--- config.mk ---
export PLATFORM = sky130hd
export DESIGN_NAME = branch_resolve_ctrl
export DESIGN_NICKNAME = d
export VERILOG_FILES = /design/src/rtl/branch_resolve_ctrl.sv
export SDC_FILE = /design/constraint.sdc
export NUM_CORES = 1
export LEC_CHECK = 0
export ABC_AREA = 1
export BUFFER_PORTS_ARGS = -buffer_cell sky130_fd_sc_hd__buf_4
export CORE_MARGIN = 5
export CORE_UTILIZATION = 35
export CTS_CLUSTER_SIZE = 16
export DETAILED_ROUTE_END_ITERATION = 16
export PLACE_DENSITY_LB_ADDON = 0.15
export SLEW_MARGIN = 10
export SYNTH_ARGS = -nofsm -noshare
export SYNTH_HDL_FRONTEND = slang
export SYNTH_SLANG_ARGS = --single-unit
export TNS_END_PERCENT = 100
--- constraint.sdc ---
create_clock -name clk -period 3.4 [get_ports clk]
set_input_delay 0.68 -clock clk [delete_from_list [all_inputs] [get_ports clk]]
set_output_delay 0.68 -clock clk [all_outputs]
set_load 0.05 [all_outputs]
--- src/rtl/branch_resolve_ctrl.sv ---
// Branch/jump resolve sequencer: drives the shared comparator, computes the target,
// redirects fetch with a flush, then reports to writeback. Optional macro: BRANCH_PRED_EN.
module branch_resolve_ctrl #(
  parameter int IALIGN = 32
) (
  input  logic        clk,
  input  logic        rst_n,
  input  logic        req_valid,
  output logic        req_ready,
  input  logic [1:0]  req_type,
  input  logic [2:0]  req_funct3,
  input  logic [31:0] req_pc,
  input  logic [31:0] req_rs1,
  input  logic [31:0] req_rs2,
  input  logic [31:0] req_imm,
  input  logic        req_pred_taken,
  output logic        bc_en,
  output logic [2:0]  bc_opcode,
  output logic [31:0] bc_in_1,
  output logic [31:0] bc_in_2,
  input  logic        bc_out,
  output logic        redir_valid,
  input  logic        redir_ready,
  output logic [31:0] redir_pc,
  output logic        flush,
  output logic        done_valid,
  output logic        done_taken,
  output logic [31:0] done_link,
  output logic        done_misalign,
  output logic        busy
);

  typedef enum logic [1:0] {IDLE, CMP, REDIR, RESP} state_t;

  localparam logic [1:0] T_BRANCH = 2'b00;
  localparam logic [1:0] T_JAL    = 2'b01;
  localparam logic [1:0] T_JALR   = 2'b10;

  state_t      state;
  logic [1:0]  r_type;
  logic [2:0]  r_funct3;
  logic [31:0] r_pc, r_rs1, r_rs2, r_imm;
  logic        r_taken;

  logic [31:0] target, link, redir_tgt;
  logic        act_taken, misalign, mis_taken, need_redir;

`ifdef BRANCH_PRED_EN
  logic        r_pred;
`else
  logic        pred_unused;
  assign pred_unused = req_pred_taken;
`endif

  always_comb begin
    target = ((r_type == T_JALR) ? r_rs1 : r_pc) + r_imm;
    if (r_type == T_JALR) target[0] = 1'b0;
    link = r_pc + 32'd4;

    case (r_type)
      T_BRANCH:     act_taken = bc_out;
      T_JAL, T_JALR: act_taken = 1'b1;
      default:      act_taken = 1'b0;   // reserved type resolves not-taken
    endcase

    if (IALIGN == 16) misalign = target[0];
    else              misalign = |target[1:0];
    mis_taken = act_taken & misalign;

`ifdef BRANCH_PRED_EN
    // Only a mispredict needs fetch fixed up; predicted-taken fallthrough goes to pc+4.
    need_redir = (act_taken != r_pred) & ~mis_taken;
    redir_tgt  = act_taken ? target : link;
`else
    need_redir = act_taken & ~misalign;
    redir_tgt  = target;
`endif
  end

  // Flush marks the exact cycle fetch takes the redirect.
  assign flush = redir_valid & redir_ready;

  always_ff @(posedge clk or negedge rst_n) begin
    if (!rst_n) begin
      state         <= IDLE;
      r_type        <= '0;
      r_funct3      <= '0;
      r_pc          <= '0;
      r_rs1         <= '0;
      r_rs2         <= '0;
      r_imm         <= '0;
      r_taken       <= 1'b0;
`ifdef BRANCH_PRED_EN
      r_pred        <= 1'b0;
`endif
      req_ready     <= 1'b1;
      bc_en         <= 1'b0;
      bc_opcode     <= '0;
      bc_in_1       <= '0;
      bc_in_2       <= '0;
      redir_valid   <= 1'b0;
      redir_pc      <= '0;
      done_valid    <= 1'b0;
      done_taken    <= 1'b0;
      done_link     <= '0;
      done_misalign <= 1'b0;
      busy          <= 1'b0;
    end else begin
      case (state)
        IDLE: begin
          if (req_valid) begin
            r_type    <= req_type;
            r_funct3  <= req_funct3;
            r_pc      <= req_pc;
            r_rs1     <= req_rs1;
            r_rs2     <= req_rs2;
            r_imm     <= req_imm;
`ifdef BRANCH_PRED_EN
            r_pred    <= req_pred_taken;
`endif
            // Comparator inputs are staged here so they are clean registers during CMP.
            if (req_type == T_BRANCH) begin
              bc_en     <= 1'b1;
              bc_opcode <= req_funct3;
              bc_in_1   <= req_rs1;
              bc_in_2   <= req_rs2;
            end
            req_ready <= 1'b0;
            busy      <= 1'b1;
            state     <= CMP;
          end
        end

        CMP: begin
          bc_en     <= 1'b0;
          bc_opcode <= '0;
          bc_in_1   <= '0;
          bc_in_2   <= '0;
          r_taken   <= act_taken;
          if (need_redir) begin
            redir_valid <= 1'b1;
            redir_pc    <= redir_tgt;
            state       <= REDIR;
          end else begin
            done_valid    <= 1'b1;
            done_taken    <= act_taken;
            done_misalign <= mis_taken;
            done_link     <= link;
            state         <= RESP;
          end
        end

        REDIR: begin
          if (redir_ready) begin
            redir_valid   <= 1'b0;
            redir_pc      <= '0;
            done_valid    <= 1'b1;
            done_taken    <= r_taken;
            done_misalign <= 1'b0;
            done_link     <= link;
            state         <= RESP;
          end
        end

        RESP: begin
          done_valid    <= 1'b0;
          done_taken    <= 1'b0;
          done_misalign <= 1'b0;
          done_link     <= '0;
          req_ready     <= 1'b1;
          busy          <= 1'b0;
          state         <= IDLE;
        end

        default: state <= IDLE;
      endcase
    end
  end

endmodule

==> run_results.csv <==
group,metric,value,unit
detailed_routing,wl_per_cell,17.4,µm
setup_path,critPathCaptureType,"flip-flop",
finish,multi_input_area,5350,µm²
min_path,holdCritPathClass,"primary input to async pin",
synthesis,ys_seq_area_frac,0.474,
clock_network,cts_buffer_depth,3,
detailed_routing,first_pass_iters,5,
timing,finalCriticalPeriod,3.18,ns
timing,relSlewSlack,0.243,
timing,fmax,314,MHz
floorplanning,start_util,0.355,
status,status,"finished, final reports clean",
global_routing,grt.total_usage,0.207,
clock_network,clockRootBuffer,"clkbuf_16",
finish,finalNonFillerCells,2428,
detailed_routing,vias,11400,
finish,area_growth,28.6,%
finish,drive_above_1_share,0.189,
setup_path,critical_path_arrival,3.68,ns
global_routing,grt_max_degree,79,
synthesis,syn-num-nets,1863,
clock_network,ctsHtreeMaxLevel,1,
timing,holdWs,0.0205,ns
place,placed_area,15200,µm²
synthesis,synth_cells,1677,
detailed_routing,top_layer,"met5",
setup_path,cp-start-kind,"flip-flop",
detailed_routing,drt-met1-wl,19600,µm
timing,tightest_slew,1.13,ns
timing,rsz0062_at_grt,"no",
clock_network,holdBufCountCts,0,
global_routing,grt_pass1_vias,11300,
clock_network,cts.sink_count,239,
synthesis,postSynth.asyncResetShare,1.00,
clock_network,tritoncts,"yes",
synthesis,ys_ff_latch,239,
timing,finalCritPeriodShare,0.936,
finish,diodes,0,
synthesis,synth_edf_count,0,
detailed_routing,routed_wl,42300,µm
clock_network,post-cts-setup-buffers,0,
floorplanning,io_pins,278,
synthesis,ys.flop_type,"dfrtp_1",
floorplanning,core-area,35600,µm²
synthesis,syn_area,12600,µm²
global_routing,antenna_found_initial,1,
timing,setup_viol,0,
setup_path,crit_required,3.89,ns
timing,final-hold-violation-count,0,
timing,timing.final.max_slew_violations,0,
clock_network,clk_pin_slew,0.06,ns
detailed_routing,drc_errors,0,
floorplanning,die_h,200,µm
power_and_ir_drop,ir_drop,637,µV
global_routing,gr-total-overflow,0,
finish,final_nets,2132,
power_and_ir_drop,power_leakage,0.00879,µW
place,gp_congestion,0.902,
finish,nFillCells,3673,
floorplanning,die_area,39900,µm²
global_routing,grt_pass1_wl,64800,µm
floorplanning,die_x,200,µm
place,hpwl,32300,µm
clock_network,cts_resized,0,
place,post-place-cells,2377,
detailed_routing,drt_iter0_drc,687,
setup_path,crit_fanout,14,
clock_network,clkLatencyLatePin,0.58,ns
place,io_buffers,276,
synthesis,synth_warnings,0,
timing,final.setup.tns,0,ns
setup_path,path_class,"flip-flop to flip-flop",
floorplanning,core.rowCount,69,
detailed_routing,wl_met2,18800,µm
synthesis,synth_cell_type_count,41,
power_and_ir_drop,p_per_area,1180,nW/µm²
detailed_routing,postRouteAntennaNets,0,
run,max_cap_violations,0,
detailed_routing,met3_length,3050,µm
finish,seqCellArea,5980,µm²
clock_network,cts_buffers,28,
finish,design_area,16200,µm²
timing,finalClockSkew,0.0295,ns
synthesis,avgSynthCellArea,7.52,µm²
detailed_routing,vias_per_cell,4.71,
## kinds of logic after synthesis
family                     synth area share
buffers and inverters                 0.102
and+or+nand+nor                       0.253
adders and majority gates            0.0472
DFF                                   0.474
xor gates and xnor gates            0.00903
AOI/OAI and AO/OA                     0.114
## final timing paths
kind	start	endpoint	slack [ns]	cells after the start
min in group clk	req_imm[3]	r_imm[3]$_DFFE_PN0P_	0.30	3
max in group asynchronous	rst_n	done_link[27]$_DFFE_PN0P_	2.56	2
min	rst_n	redir_pc[5]$_DFFE_PN0P_	0.02	1
min reg2reg	redir_pc[14]$_DFFE_PN0P_	redir_pc[14]$_DFFE_PN0P_	0.48	2
max reg2reg	r_type[0]$_DFFE_PN0P_	done_link[21]$_DFFE_PN0P_	0.22	14
max	r_type[0]$_DFFE_PN0P_	done_link[21]$_DFFE_PN0P_	0.22	14
## final cells by class
| type | count | area share |
|---|---|---|
| flip-flops and latches | 239 | 0.369 |
| multi-input cells | 1108 | 0.330 |
| repair buffers | 295 | 0.141 |
| inverters | 274 | 0.0634 |
| clock buffers | 42 | 0.0508 |
| well taps | 461 | 0.0356 |
| clock inverters | 9 | 0.0106 |
## metrics by stage
step                      power, µW  worst slack [ns]  utilization
final                         19200             0.219        0.456
after global routing          20600           0.00724        0.456
after CTS                     19300             0.141        0.456
after detailed placement      16000             0.199        0.428
after global placement        15900             0.228        0.428
after floorplan               12500             0.473            -
## layout by cell type, fill, tap and decap left out, drive strengths merged, types with 32 or more instances in the layout
| cell type | Yosys | routed |
|---|---|---|
| nand2 | 577 | 577 |
| buf | 28 | 295 |
| inv | 273 | 274 |
| dfrtp | 238 | 238 |
| o21ai | 191 | 191 |
| nand3 | 97 | 97 |
| nor2 | 72 | 72 |
| ha | 46 | 46 |
| clkbuf | 28 | 42 |
| a21oi | 40 | 40 |
| o22ai | 32 | 32 |
## sequential cells by signal (all words and copies together) (netlist names)
signal and flops:
req_ready 1, bc_in_1 32, busy 1, redir_valid 1
bc_en 1, r_taken 1, r_rs1 32, r_imm 32
r_pc 32, state 2, done_misalign 1, bc_in_2 32
r_type 2, bc_opcode 3, done_link 32, done_valid 1
redir_pc 32, done_taken 1
## metal layers
layer,vias up,GRT usage
li1,5797,-
met2,300,0.321
met1,5280,0.299
met3,45,0.0509
met5,-,0
met4,2,0.0375
## power by group
part / internal [µW] / switching [µW] / leakage [µW]
Combinational: 3210 / 7610 / 0.00526
Sequential: 4170 / 931 / 0.00304
Clock: 1980 / 1260 / 0.000483
## cell usage after synthesis, types with 4 or more instances
cell / n / area [µm²]
nand2_1: 571 / 2140
inv_1: 266 / 998
dfrtp_1: 238 / 5960
o21ai_0: 143 / 716
nand3_1: 93 / 465
nor2_1: 65 / 244
ha_1: 46 / 576
o21ai_1: 46 / 230
a21oi_1: 40 / 200
o22ai_1: 32 / 200
clkbuf_1: 28 / 105
buf_2: 19 / 95.1
nor3_1: 13 / 65.1
nand4_1: 11 / 68.8
xor2_1: 9 / 78.8
inv_2: 7 / 26.3
buf_4: 6 / 45.0
nand2_2: 5 / 31.3
nor2_4: 4 / 45.0
xnor2_1: 4 / 35.0
## critical path, stage by stage, from the launching register on
cell	delay, ns
dfrtp_1	0.38
inv_1	0.10
ha_2	0.26
o21ai_0	0.11
ha_1	0.27
fa_1	0.55
o21bai_1	0.18
nor2_1	0.12
nand2_2	0.11
nand3_2	0.10
nor2_2	0.52
o21ai_0	0.18
nand2_1	0.11
nand2_1	0.05
nand2_1	0.05
(Power assumes the default switching activity.)
